<file path="src/rtl/button_debounce2_pkg.sv">
// Shared constants and types for the two-channel button debouncer.
// Optional edge pulses are enabled with the DEBOUNCE_EDGE_EN macro.
package button_debounce2_pkg;

  localparam int DEB_CNT_WIDTH     = 16;
  localparam int DEB_SYNC_STAGES   = 2;
  localparam int DEB_CNT_WIDTH_SIM = 4;

  typedef enum logic {
    LVL_LOW  = 1'b0,
    LVL_HIGH = 1'b1
  } level_e;

endpackage

</file>
<file path="src/rtl/button_debounce2_if.sv">
// Raw pin levels in, debounced levels (and optional DEBOUNCE_EDGE_EN pulses) out.
// The master drives the raw pins; the slave is the debouncer.
interface button_debounce2_if;

  logic A_RAW;
  logic B_RAW;
  logic A;
  logic B;
`ifdef DEBOUNCE_EDGE_EN
  logic A_RISE;
  logic A_FALL;
  logic B_RISE;
  logic B_FALL;

  modport master (output A_RAW, B_RAW, input A, B, A_RISE, A_FALL, B_RISE, B_FALL);
  modport slave  (input A_RAW, B_RAW, output A, B, A_RISE, A_FALL, B_RISE, B_FALL);
`else
  modport master (output A_RAW, B_RAW, input A, B);
  modport slave  (input A_RAW, B_RAW, output A, B);
`endif

endinterface

</file>
<file path="src/rtl/button_debounce2_debounce_channel.sv">
// One debounce channel: input synchroniser, stability counter, registered level.
// DEBOUNCE_EDGE_EN adds a delay flop and one-cycle rise/fall pulses.
module debounce_channel
  import button_debounce2_pkg::*;
#(
  parameter int CNT_WIDTH   = DEB_CNT_WIDTH,
  parameter int SYNC_STAGES = DEB_SYNC_STAGES
) (
  input  logic clk,
  input  logic rst_n,
  input  logic raw,
  output logic level
`ifdef DEBOUNCE_EDGE_EN
  ,
  output logic rise,
  output logic fall
`endif
);

  logic [SYNC_STAGES-1:0] sync;
  logic [CNT_WIDTH-1:0]   cnt;
  logic [CNT_WIDTH-1:0]   cnt_nxt;
  level_e                 state;
  level_e                 state_nxt;
  logic                   s;

  assign s = sync[SYNC_STAGES-1];

  always_ff @(posedge clk or negedge rst_n) begin
    if (!rst_n) begin
      sync  <= '0;
      cnt   <= '0;
      state <= LVL_LOW;
    end else begin
      sync  <= {sync[SYNC_STAGES-2:0], raw};
      cnt   <= cnt_nxt;
      state <= state_nxt;
    end
  end

  // The count only survives an unbroken run of mismatches; the state flips on the
  // edge that would otherwise overflow it, so the counter never wraps.
  always_comb begin
    cnt_nxt   = '0;
    state_nxt = state;
    if (s != state) begin
      if (cnt != '1) begin
        cnt_nxt = cnt + CNT_WIDTH'(1);
      end else begin
        state_nxt = level_e'(s);
      end
    end
  end

  assign level = (state == LVL_HIGH);

`ifdef DEBOUNCE_EDGE_EN
  logic level_d;

  always_ff @(posedge clk or negedge rst_n) begin
    if (!rst_n) begin
      level_d <= 1'b0;
    end else begin
      level_d <= level;
    end
  end

  assign rise = level & ~level_d;
  assign fall = ~level & level_d;
`endif

endmodule

</file>
<file path="src/rtl/button_debounce2.sv">
// Two independent debounce channels conditioning the adder operands A and B.
// Define DEBOUNCE_EDGE_EN to expose the per-channel rise/fall pulses.
module button_debounce2
  import button_debounce2_pkg::*;
#(
  parameter int CNT_WIDTH   = DEB_CNT_WIDTH,
  parameter int SYNC_STAGES = DEB_SYNC_STAGES
) (
  input  logic               CLKIN,
  input  logic               RESETN,
  button_debounce2_if.slave  bus
);

  debounce_channel #(
    .CNT_WIDTH   (CNT_WIDTH),
    .SYNC_STAGES (SYNC_STAGES)
  ) u_chan_a (
    .clk   (CLKIN),
    .rst_n (RESETN),
    .raw   (bus.A_RAW),
    .level (bus.A)
`ifdef DEBOUNCE_EDGE_EN
    ,
    .rise  (bus.A_RISE),
    .fall  (bus.A_FALL)
`endif
  );

  debounce_channel #(
    .CNT_WIDTH   (CNT_WIDTH),
    .SYNC_STAGES (SYNC_STAGES)
  ) u_chan_b (
    .clk   (CLKIN),
    .rst_n (RESETN),
    .raw   (bus.B_RAW),
    .level (bus.B)
`ifdef DEBOUNCE_EDGE_EN
    ,
    .rise  (bus.B_RISE),
    .fall  (bus.B_FALL)
`endif
  );

endmodule

</file>
<file path="src/flat_wrapper.sv">
// flat-port wrapper written by rule: the top's interface ports become plain ports
module button_debounce2_flat import button_debounce2_pkg::*;
#(
  parameter int CNT_WIDTH   = DEB_CNT_WIDTH,
  parameter int SYNC_STAGES = DEB_SYNC_STAGES
)
  (CLKIN, RESETN, bus_A_RAW, bus_B_RAW, bus_A, bus_B);
  button_debounce2_if bus_i ();
  input  logic CLKIN;
  input  logic RESETN;
  input wire logic [$bits(bus_i.A_RAW)-1:0] bus_A_RAW;
  input wire logic [$bits(bus_i.B_RAW)-1:0] bus_B_RAW;
  output wire logic [$bits(bus_i.A)-1:0] bus_A;
  output wire logic [$bits(bus_i.B)-1:0] bus_B;
  assign bus_i.A_RAW = bus_A_RAW;
  assign bus_i.B_RAW = bus_B_RAW;
  assign bus_A = bus_i.A;
  assign bus_B = bus_i.B;
  button_debounce2 #(.CNT_WIDTH(CNT_WIDTH), .SYNC_STAGES(SYNC_STAGES)) u_core (.CLKIN(CLKIN), .RESETN(RESETN), .bus(bus_i));
endmodule
</file>
<file path="config.mk">
export PLATFORM = sky130hd
export DESIGN_NAME = button_debounce2_flat
export DESIGN_NICKNAME = d
export VERILOG_FILES = /design/src/rtl/button_debounce2_pkg.sv /design/src/rtl/button_debounce2_if.sv /design/src/rtl/button_debounce2_debounce_channel.sv /design/src/rtl/button_debounce2.sv /design/src/flat_wrapper.sv
export SDC_FILE = /design/constraint.sdc
export NUM_CORES = 1
export LEC_CHECK = 0
export ABC_CLOCK_PERIOD_IN_PS = 3100
export BUFFER_PORTS_ARGS = -buffer_cell sky130_fd_sc_hd__buf_2
export CORE_ASPECT_RATIO = 0.8
export CORE_MARGIN = 8
export CORE_UTILIZATION = 54
export DETAILED_ROUTE_END_ITERATION = 16
export PLACE_DENSITY = 0.71
export SETUP_SLACK_MARGIN = 0.02
export SLEW_MARGIN = 20
export SYNTH_ARGS = -nofsm -noshare
export SYNTH_HDL_FRONTEND = slang
export SYNTH_SLANG_ARGS = --single-unit
export TNS_END_PERCENT = 10
</file>
<file path="constraint.sdc">
create_clock -name CLKIN -period 3.1 [get_ports CLKIN]
set_input_delay 0.155 -clock CLKIN [delete_from_list [all_inputs] [get_ports CLKIN]]
set_output_delay 0.155 -clock CLKIN [all_outputs]
set_load 0.005 [all_outputs]
</file>
==> results of run 1 <==
[power groups by stage]
stage / Sequential (uW) / Clock, uW / Combinational [uW]
after CTS: 512 / 509 / 36.3
after detailed placement: 522 / 0 / 33.2
after global placement: 521 / 0 / 31.9
final: 512 / 499 / 35.5
after floorplan: 520 / 0 / 18.0
after global routing: 513 / 533 / 41.5
[cell families after synthesis]
group                    after synthesis  synth area share
buffers and inverters                  8           0.02039
AND/OR/NAND/NOR                       80            0.2309
XOR/XNOR                              28            0.1428
AO/OA/AOI/OAI                          8           0.02476
multiplexers                           2           0.01311
flip-flops                            38            0.5535
adder cells (fa/ha/maj)                2           0.01456
[synth_stat cells]
master                     instances
sky130_fd_sc_hd__dfrtp_1          38
sky130_fd_sc_hd__nor2_1           35
sky130_fd_sc_hd__xnor2_1          21
sky130_fd_sc_hd__nand2_1           9
sky130_fd_sc_hd__nand3_1           9
sky130_fd_sc_hd__nor3_1            8
sky130_fd_sc_hd__nand4_1           7
sky130_fd_sc_hd__xor2_1            7
sky130_fd_sc_hd__inv_1             6
sky130_fd_sc_hd__nor4_1            5
sky130_fd_sc_hd__a21oi_1           3
sky130_fd_sc_hd__o21ai_0           3
sky130_fd_sc_hd__or3_1             3
sky130_fd_sc_hd__ha_1              2
sky130_fd_sc_hd__mux2_2            2
sky130_fd_sc_hd__or4_4             2
sky130_fd_sc_hd__buf_2             1
sky130_fd_sc_hd__buf_4             1
sky130_fd_sc_hd__nand3_4           1
sky130_fd_sc_hd__nand4_2           1
sky130_fd_sc_hd__o21ai_1           1
sky130_fd_sc_hd__o21bai_1          1
[area by class of cell]
| class | instances | area, um^2 |
|---|---|---|
| clock buffers | 5 | 68.82 |
| clock inverters | 3 | 68.82 |
| fillers | 262 | 1107 |
| inverters | 6 | 22.52 |
| multi-input cells | 120 | 732.0 |
| flip-flops and latches | 38 | 950.9 |
| well taps | 40 | 50.05 |
| repair buffers | 9 | 62.56 |
[metrics by stage]
step / power, uW / utilization
2_1_floorplan: 538.1 / -
3_3_place_gp: 552.8 / 0.5837
3_5_place_dp: 555.2 / 0.5837
4_1_cts: 1057 / 0.6385
5_1_grt: 1088 / 0.6385
6_report: 1047 / 0.6385
[per-layer routing]
| layer | share of wire | up-vias | track usage |
|---|---|---|---|
| met4 | 0.019 | 0 | 0.07143 |
| met2 | 0.48 | 29 | 0.2149 |
| met5 | 0 | - | 0 |
| li1 | - | 585 | - |
| met1 | 0.45 | 607 | 0.1785 |
| met3 | 0.043 | 7 | 0.03763 |
[state kept, by name, indices dropped and copies added (netlist names)]
register	flops
u_core.u_chan_a.cnt	16
u_core.u_chan_b.cnt	16
u_core.u_chan_b.sync	2
u_core.u_chan_b.level	1
u_core.u_chan_a.sync	2
u_core.u_chan_a.level	1
[final timing paths]
check | startpoint | end | slack [ns] | depth (start not counted)
max | u_core.u_chan_a.cnt[0]$_DFF_PN0_ | u_core.u_chan_a.cnt[2]$_DFF_PN0_ | 0.77 | 5
min | u_core.u_chan_b.sync[0]$_DFF_PN0_ | u_core.u_chan_b.sync[1]$_DFF_PN0_ | 0.36 | 0
max reg2reg | u_core.u_chan_a.cnt[0]$_DFF_PN0_ | u_core.u_chan_a.cnt[2]$_DFF_PN0_ | 0.77 | 5
min reg2reg | u_core.u_chan_b.sync[0]$_DFF_PN0_ | u_core.u_chan_b.sync[1]$_DFF_PN0_ | 0.36 | 0
max in group asynchronous | RESETN | u_core.u_chan_b.cnt[2]$_DFF_PN0_ | 2.07 | 2
min in group asynchronous | RESETN | u_core.u_chan_a.sync[1]$_DFF_PN0_ | 0.51 | 2
==> results.md, run 1 <==
* Synth cell types at 22
* Power density of the placed cells at 535.2 nW/um^2
* Switching share of power at 0.1985
* Most common cell after layout, fill and taps aside: sky130_fd_sc_hd__dfrtp_1
* Dominant delay contributor by cell family on the critical path: simple AND/OR/NAND/NOR gates
* Setup repair bufs after CTS at 0
* Maximum Capacitance Violations at 0
* Chip width at around 79 um
* Layout Nets at 186
* Comb power frac at 0.034
* Signed area change from the synthesized netlist to the final layout at 13.84%
* Dpl ws at 0.8148 ns
* Total grt overflow at 0
* Setup repair after global routing missed its margin: no
* Cts bufs inserted at 5
* Number of buffers inserted by hold repair at cts at 3
* Maximum vdd drop at 0.2909 mV
* Vias per cell at 5.557
* Area of the core at 3063 um^2
* Cells taking the most area after synthesis: sky130_fd_sc_hd__dfrtp_1 (55%), sky130_fd_sc_hd__xnor2_1 (11%), sky130_fd_sc_hd__nor2_1 (7.6%)
* GP Congestion at 0.8580
* Outcome: finished, final reports clean
* Peak fanout along the critical path at 12
* Overall die area at around 5300 um^2
* Height of the die at 66.45 um
* Final hold violation count at 0
* Leakage power summed over all cells at 0.0007946 uW
* Via count at 1228
* Total routed wirelength at 3.264 mm
* Post-Syn Area at 1718 um^2
* Largest stage delay on the critical path at 0.67 ns
* Mapped Nets at 172
* Number of DRC markers in iteration 0 at 73
* Clock Sinks at 38
* N_diodes at 0
* Number of iterations in the first detailed-routing pass at 4
* Worst path buffer plus inverter count at 0
* Via count of the first global-routing pass at roughly 1200
* Port Buf Inserts at 5
* Clock period minus worst slack at 2.327 ns
* Largest net degree at the start of global routing at 39
* Worst min-delay path category: reg2reg
* Worst setup path class: reg2reg
* Starting Density at 0.5609
* Placed wire-length estimate at 2.215 mm
* Post-route insts no fill at 221
* H-Tree Depth at 2
* Total global routing track utilization at 0.1400
* Fmax at 429.8 MHz
* Non-Filler Cell Area, Final at between 1500 and 2000 um^2
* Net switching power at 207.8 uW
* Design internal power at 838.9 uW
* Crit. End Element: flip-flop
* First-pass GRT wire length at around 5.7 mm
* Endpoint arrival time on the critical path at 2.46 ns
* Required time of the worst setup path at 3.24 ns
* Syn avg cell area at 10.35 um^2
* Std cell rows at 18
* Final setup vio count at 0
* Yosys reg bits at 38
* Cell type with the highest aggregate area in the netlist: sky130_fd_sc_hd__dfrtp_1
* Clk root buf: sky130_fd_sc_hd__clkbuf_8
* Standard cell with the maximum stage delay on the critical path: sky130_fd_sc_hd__o21ai_1
* Element type at the critical path start: flip-flop
* Post-CTS Resized at 0
* Instance area at placement at 1788 um^2
* PnR worst setup slack at 0.7734 ns
* Worst Skew at 0.006610 ns
* Clock tree from TritonCTS: built
* Number of buffers on the longest clock path at 2
* Actual transition at the worst max-transition pin at between 0.8 and 0.9 ns
* Slew HR at 0.4526
* Setup TNS Final at 0 ns
* Synthesis warning total at 0
* CTS clock-pin slew for the worst setup and hold paths at 0.08 ns
* Number of max-slew violations in the final report at 0
* Hold WS at around 0.36 ns
* Area share of the largest cell type after synthesis at 0.5535
* Final worst-path cycle share at 0.7505
* Sequential share of power at 0.489
* Number of antenna violations at the first check in global routing at 0
* Cells after DPL at 210
* Number of routed nets with antenna violations at 0
* Proportion of synthesized chip area in sequential cells at 0.5535
* DRC Markers at 0
* Routed wirelength normalized by instance count at 14.77 um
* I/O pin count at 6
* Post-synthesis instance total at 166
* Share of final-layout standard cells stronger than drive strength 1 at 0.1105
* Clock network latency to the later pin of the worst-skew pair at 0.29 ns
* Most used cells in the layout excluding fill and tap cells: sky130_fd_sc_hd__dfrtp_1 (38), sky130_fd_sc_hd__nor2_1 (35), sky130_fd_sc_hd__xnor2_1 (21)
* Proportion of power drawn by the clock network at 0.477
* Ordered list of cells on the worst path: ha_1 > nand3_1 > or4_4 > o21ai_1 > nor2_1
Note: power is estimated with default switching activity, not from simulation.
==> run 2, diff against run 1 <==
--- a/config.mk
+++ b/config.mk
@@ -5,7 +5,7 @@
 export SDC_FILE = /design/constraint.sdc
 export NUM_CORES = 1
 export LEC_CHECK = 0
-export ABC_CLOCK_PERIOD_IN_PS = 3100
+export ABC_CLOCK_PERIOD_IN_PS = 2400
 export BUFFER_PORTS_ARGS = -buffer_cell sky130_fd_sc_hd__buf_2
 export CORE_ASPECT_RATIO = 0.8
 export CORE_MARGIN = 8
==> constraint.sdc (replaced) <==
create_clock -name CLKIN -period 2.4 [get_ports CLKIN]
set_input_delay 0.12 -clock CLKIN [delete_from_list [all_inputs] [get_ports CLKIN]]
set_output_delay 0.12 -clock CLKIN [all_outputs]
set_load 0.005 [all_outputs]
==> run 2 against run 1 <==
Wire length is 9.2% lower; sequential share of layout area is 1.2 points higher; non-clock buffer count is 2 higher; critical path depth stayed put; final cell count is 0.45% higher; clock-buffer cell count is 2 higher; highest routed layer unchanged.
==> results.md, run 2 (synthesis results as in run 1) <==
* Final setup vio count at 0 (unchanged)
* Final worst-path cycle share at 0.8065 (+0.05595)
* Most common cell after layout, fill and taps aside: sky130_fd_sc_hd__dfrtp_1
* Most used cells in the layout excluding fill and tap cells: sky130_fd_sc_hd__dfrtp_1 (38), sky130_fd_sc_hd__nor2_1 (35), sky130_fd_sc_hd__xnor2_1 (21)
* Power density of the placed cells at 581.5 nW/um^2 (+8.6%)
* Via count of the first global-routing pass at 1162 (-6.0%)
* Clk root buf: sky130_fd_sc_hd__clkbuf_8
* Via count at 1192 (-2.9%)
* Maximum vdd drop at 0.4549 mV (+56%)
* H-Tree Depth at 2 (unchanged)
* Leakage power summed over all cells at 0.0007742 uW (-2.6%)
* GP Congestion at 0.8335 (-2.9%)
* First-pass GRT wire length at 5.382 mm (-5.1%)
* Final hold violation count at 0 (unchanged)
* Fmax at 516.7 MHz (+20%)
* Port Buf Inserts at 5 (unchanged)
* Placed wire-length estimate at 2.078 mm (-6.2%)
* Element type at the critical path start: flip-flop
* Number of buffers on the longest clock path at 2 (unchanged)
* Overall die area at 5254 um^2 (unchanged)
* Height of the die at 66.45 um (unchanged)
* Regs by FF count: u_core.u_chan_a.cnt x16, u_core.u_chan_b.cnt x16
* Chip width at 79.06 um (unchanged)
* Clock network latency to the later pin of the worst-skew pair at 0.29 ns (about the same)
* Total routed wirelength at 2.965 mm (-9.2%)
* Std cell rows at 18 (unchanged)
* Worst setup path class: reg2reg
* Post-CTS Resized at 0 (unchanged)
* Setup TNS Final at 0 ns (unchanged)
* Endpoint arrival time on the critical path at 2.10 ns (-0.36 ns)
* Starting Density at 0.5609 (unchanged)
* Outcome: finished, final reports clean
* Vias per cell at 5.369 (-3.4%)
* Routed wirelength normalized by instance count at 13.36 um (-9.6%)
* Total global routing track utilization at 0.1324 (-0.007626)
* Number of buffers inserted by hold repair at cts at 3 (unchanged)
* Clock Sinks at 38 (unchanged)
* Peak fanout along the critical path at 6 (-6)
* Number of iterations in the first detailed-routing pass at 5 (+1)
* Crit. End Element: flip-flop
* Setup repair bufs after CTS at 0 (unchanged)
* Layout Nets at 188 (+1.1%)
* Actual transition at the worst max-transition pin at 0.8071 ns (-0.008573 ns)
* Clock period minus worst slack at 1.936 ns (-0.3911 ns)
* Final-layout fill cell count at 259 (-1.1%)
* Number of antenna violations at the first check in global routing at 0 (unchanged)
* Largest net degree at the start of global routing at 39 (unchanged)
* Number of DRC markers in iteration 0 at 118 (+62%)
* Total grt overflow at 0 (unchanged)
* I/O pin count at 6 (unchanged)
* Setup repair after global routing missed its margin: no
* Maximum Capacitance Violations at 0 (unchanged)
* Share of final-layout standard cells stronger than drive strength 1 at 0.1044 (-0.006102)
* DRC Markers at 0 (unchanged)
* Signed area change from the synthesized netlist to the final layout at 11.14%
* Tot Pwr at 1110 uW (+6.1%)
* Required time of the worst setup path at 2.57 ns (-0.67 ns)
* Worst Skew at 0.008478 ns (+0.001868 ns)
* N_diodes at 0 (unchanged)
* Worst min-delay path category: reg2reg
* Number of routed nets with antenna violations at 0 (unchanged)
* Clock tree from TritonCTS: built
* Area of the core at 3063 um^2 (unchanged)
* Cts bufs inserted at 5 (unchanged)
* CTS clock-pin slew for the worst setup and hold paths at 0.06 ns (-0.02 ns)
* Number of max-slew violations in the final report at 0 (unchanged)
* Slew HR at 0.4619 (+0.009364)
-- run 2: cell types whose count changed in the layout (fill, tap and decap cells not counted), sizes merged --
cell,previous run,this run
clkinv,1,0
bufinv,2,0
buf,6,8
clkbuf,5,7
-- run 2: path summary, 6_finish.rpt --
kind / from / to / slack [ns] / cells past startpoint
min in group asynchronous: RESETN / u_core.u_chan_b.cnt[13]$_DFF_PN0_ / 0.45 / 2
min reg2reg: u_core.u_chan_b.sync[0]$_DFF_PN0_ / u_core.u_chan_b.sync[1]$_DFF_PN0_ / 0.36 / 0
max in group asynchronous: RESETN / u_core.u_chan_a.cnt[8]$_DFF_PN0_ / 1.43 / 2
max reg2reg: u_core.u_chan_b.cnt[0]$_DFF_PN0_ / u_core.u_chan_b.level$_DFFE_PN0P_ / 0.46 / 5
max: u_core.u_chan_b.cnt[0]$_DFF_PN0_ / u_core.u_chan_b.level$_DFFE_PN0P_ / 0.46 / 5
min: u_core.u_chan_b.sync[0]$_DFF_PN0_ / u_core.u_chan_b.sync[1]$_DFF_PN0_ / 0.36 / 0
-- run 2: routing by layer --
layer  vias to the layer above  global-route usage  share of wire
li1                        584                   -              -
met5                         -                   0              0
met4                         0             0.06682          0.018
met3                         7             0.04839          0.039
met2                        18              0.1955           0.45
met1                       583              0.1675           0.49
-- run 2: worst max-delay path, cell delays in order (launching register included) --
cell	delay, ns
sky130_fd_sc_hd__dfrtp_1	0.38
sky130_fd_sc_hd__ha_1	0.23
sky130_fd_sc_hd__nand2_1	0.18
sky130_fd_sc_hd__or4_4	0.57
sky130_fd_sc_hd__nor2_1	0.14
sky130_fd_sc_hd__mux2_2	0.34
-- run 2: metrics by stage --
stage	setup WS [ns]	area, um^2	std cells	utilization	hold slack [ns]
2_1_floorplan	0.6121	1718	166	-	-0.1756
3_3_place_gp	0.5469	1803	212	0.5886	0.2305
3_5_place_dp	0.4914	1803	212	0.5886	0.2327
4_1_cts	0.4677	1909	222	0.6234	0.3629
5_1_grt	0.3463	1909	222	0.6234	0.3659
6_report	0.4645	1909	222	0.6234	0.3570
-- run 2: report_power, final --
part | switching (uW) | internal, uW
clock | 201 | 200
sequential | 9.94 | 652
combinational | 29.9 | 18.0
total | 241 | 870
-- run 2: final cells by class --
cell class | instances | area, um^2 | area share
Timing Repair Buffer | 11 | 77.57 | 0.04063
Sequential cell | 38 | 950.9 | 0.4980
Clock buffer | 7 | 76.32 | 0.03997
Tap cell | 40 | 50.05 | 0.02621
Multi-Input combinational cell | 120 | 732.0 | 0.3834
Inverter | 6 | 22.52 | 0.01180
==> run 3, diff against run 2 <==
--- a/config.mk
+++ b/config.mk
@@ -5,7 +5,7 @@
 export SDC_FILE = /design/constraint.sdc
 export NUM_CORES = 1
 export LEC_CHECK = 0
-export ABC_CLOCK_PERIOD_IN_PS = 2400
+export ABC_CLOCK_PERIOD_IN_PS = 1900
 export BUFFER_PORTS_ARGS = -buffer_cell sky130_fd_sc_hd__buf_2
 export CORE_ASPECT_RATIO = 0.8
 export CORE_MARGIN = 8
==> constraint.sdc (replaced) <==
create_clock -name CLKIN -period 1.9 [get_ports CLKIN]
set_input_delay 0.095 -clock CLKIN [delete_from_list [all_inputs] [get_ports CLKIN]]
set_output_delay 0.095 -clock CLKIN [all_outputs]
set_load 0.005 [all_outputs]
==> run 3 against run 2 <==
Utilization is 2.9 points higher; hold slack better by 0.00097 ns; sequential share of layout area is 2.2 points lower; flip-flop and latch count stayed put; maximum frequency is 4.3% higher; total power is 27% higher; clock skew is 0.00076 ns lower; critical path type unchanged; highest routed layer unchanged.
==> results.md, run 3 (synthesis results as in run 1) <==
* Number of antenna violations at the first check in global routing at 0 (unchanged)
* Setup repair after global routing missed its margin: yes
* Total routed wirelength at 3.130 mm (+5.6%)
* Largest net degree at the start of global routing at 39 (unchanged)
* DRC Markers at 0 (unchanged)
* Share of the core filled with cells at 0.6528 (+0.02941)
* Clock Sinks at 38 (unchanged)
* Via count of the first global-routing pass at 1220 (+5.0%)
* Top Usage Layer GRT: met2
* Starting Density at 0.5609 (unchanged)
* Number of instances on the worst hold path at 0 (unchanged)
* Most common cell after layout, fill and taps aside: sky130_fd_sc_hd__dfrtp_1
* Leakage power summed over all cells at 0.0008086 uW (+4.5%)
* N_diodes at 0 (unchanged)
* Actual transition at the worst max-transition pin at 0.8118 ns (+0.004719 ns)
* Clock network latency to the later pin of the worst-skew pair at 0.29 ns (about the same)
* Total grt overflow at 0 (unchanged)
* Overall die area at 5254 um^2 (unchanged)
* Routed wirelength normalized by instance count at 13.61 um (+1.9%)
* Regs by FF count: u_core.u_chan_a.cnt x16, u_core.u_chan_b.cnt x16
* Dpl ws at 0.06909 ns (-0.4223 ns)
* First-pass GRT wire length at 5.768 mm (+7.2%)
* Number of iterations in the first detailed-routing pass at 4 (-1)
* Final setup vio count at 0 (unchanged)
* Worst Skew at 0.007721 ns (-0.0007577 ns)
* Vias per cell at 5.365 (about the same)
* Reg-to-Reg End: u_core.u_chan_a.level$_DFFE_PN0P_
* Crit. End Element: flip-flop
* Peak fanout along the critical path at 5 (-1)
* Maximum vdd drop at 0.6945 mV (+53%)
* Signed area change from the synthesized netlist to the final layout at 16.39%
* Endpoint arrival time on the critical path at 2.02 ns (-0.08 ns)
* Reg2Reg Launch Point: u_core.u_chan_a.cnt[0]$_DFF_PN0_
* Cts bufs inserted at 5 (unchanged)
* Std cell rows at 18 (unchanged)
* Path depth of the worst reg2reg path at 5 (unchanged)
* Clk root buf: sky130_fd_sc_hd__clkbuf_8
* Met3 Resource Use GR at 0.05914 (+0.01075)
* Clock tree from TritonCTS: built
* Clock period minus worst slack at 1.855 ns (-0.08042 ns)
* Element type at the critical path start: flip-flop
* Final worst-path cycle share at 0.9764 (+0.1699)
* Register-to-Register Setup Slack at 0.04 ns (-0.42 ns)
* PnR worst setup slack at 0.04488 ns (-0.4196 ns)
* Most used cells in the layout excluding fill and tap cells: sky130_fd_sc_hd__dfrtp_1 (38), sky130_fd_sc_hd__nor2_1 (34), sky130_fd_sc_hd__xnor2_1 (21)
* Final hold violation count at 0 (unchanged)
* Met2 track utilization from global routing at 0.2027 (+0.007165)
* Worst setup path class: reg2reg
* Via count at 1234 (+3.5%)
* Number of max-slew violations in the final report at 0 (unchanged)
* Number of DRC markers in iteration 0 at 108 (-8.5%)
* Power density of the placed cells at 704.4 nW/um^2 (+21%)
* Height of the die at 66.45 um (unchanged)
* Fmax at 539.1 MHz (+4.3%)
* Maximum Capacitance Violations at 0 (unchanged)
* Outcome: finished, final reports clean
* Layout Nets at 196 (+4.3%)
* Total global routing track utilization at 0.1425 (+0.01014)
* GP Congestion at 0.8544 (+2.5%)
* Placed wire-length estimate at 2.130 mm (+2.5%)
* Worst min-delay path category: reg2reg
* Required time of the worst setup path at 2.07 ns (-0.50 ns)
* I/O pin count at 6 (unchanged)
* CTS clock-pin slew for the worst setup and hold paths at 0.07 ns (about the same)
* Number of routed nets with antenna violations at 0 (unchanged)
* Slew HR at 0.4588 (-0.003146)
* Port Buf Inserts at 5 (unchanged)
* Number of buffers on the longest clock path at 2 (unchanged)
* Chip width at 79.06 um (unchanged)
* H-Tree Depth at 2 (unchanged)
* Hold_sp: u_core.u_chan_b.sync[0]$_DFF_PN0_
* Share of final-layout standard cells stronger than drive strength 1 at 0.1789 (+0.07455)
* Hold Crit Endpoint: u_core.u_chan_b.sync[1]$_DFF_PN0_
* Area of the core at 3063 um^2 (unchanged)
* Global routing usage on met1 at 0.1883 (+0.02078)
## run 3: timing repair
item | 4_1_cts | 5_1_grt
buffers inserted | 0 | 1
gates resized for setup | 1 | 7
hold buffers | 3 | 0
endpoints found under the setup margin | 1 | 15
pin swaps | 0 | 5
endpoints found under the hold margin | 40 | 0
## run 3: per-layer routing
metal | part of all wire | up-vias
met3 | 0.044 | 4
li1 | - | 604
met2 | 0.45 | 23
met5 | 0 | -
met4 | 0.0080 | 0
met1 | 0.50 | 603
## run 3: critical path, cell delays in order, from the launching register on
cell and delay, ns:
sky130_fd_sc_hd__dfrtp_1 0.39, sky130_fd_sc_hd__ha_2 0.20, sky130_fd_sc_hd__nand3_2 0.09, sky130_fd_sc_hd__or4_4 0.60, sky130_fd_sc_hd__nor2_4 0.11, sky130_fd_sc_hd__mux2_2 0.34
## run 3: worst max-delay path by stage
stage / cells past startpoint / endpoint / startpoint / slack, ns
2_1_floorplan: 6 / u_core.u_chan_a.cnt[11]$_DFF_PN0_ / u_core.u_chan_a.cnt[0]$_DFF_PN0_ / 0.11
3_3_place_gp: 5 / u_core.u_chan_a.level$_DFFE_PN0P_ / u_core.u_chan_a.cnt[0]$_DFF_PN0_ / 0.12
3_5_place_dp: 5 / u_core.u_chan_a.level$_DFFE_PN0P_ / u_core.u_chan_a.cnt[0]$_DFF_PN0_ / 0.07
4_1_cts: 5 / u_core.u_chan_a.level$_DFFE_PN0P_ / u_core.u_chan_a.cnt[0]$_DFF_PN0_ / 0.03
5_1_grt: 5 / u_core.u_chan_a.level$_DFFE_PN0P_ / u_core.u_chan_a.cnt[0]$_DFF_PN0_ / -0.006
6_report: 5 / u_core.u_chan_a.level$_DFFE_PN0P_ / u_core.u_chan_a.cnt[0]$_DFF_PN0_ / 0.04
## run 3: stage by stage
step / TNS (ns) / hold slack (ns) / power [uW] / std cells / area, um^2
after global placement: 0 / 0.2051 / 909.5 / 219 / 1856
final: 0 / 0.3579 / 1408 / 230 / 1999
after floorplan: 0 / -0.2006 / 877.9 / 166 / 1718
after detailed placement: 0 / 0.2044 / 913.6 / 219 / 1856
after global routing: -0.006314 / 0.3776 / 1471 / 230 / 1999
after CTS: 0 / 0.3647 / 1426 / 229 / 1964
## run 3: power breakdown
part	total [uW]	switching [uW]	internal (uW)
registers	837	13.5	824
clock network	504	252	252
logic	67.0	39.5	27.5
## run 3: area by class of cell
class	instances	area (um^2)
Tap cell	40	50.05
Fill cell	242	1064
Clock buffer	7	76.32
Timing Repair Buffer	19	137.6
Inverter	6	22.52
Sequential cell	38	950.9
Multi-Input combinational cell	120	762.0
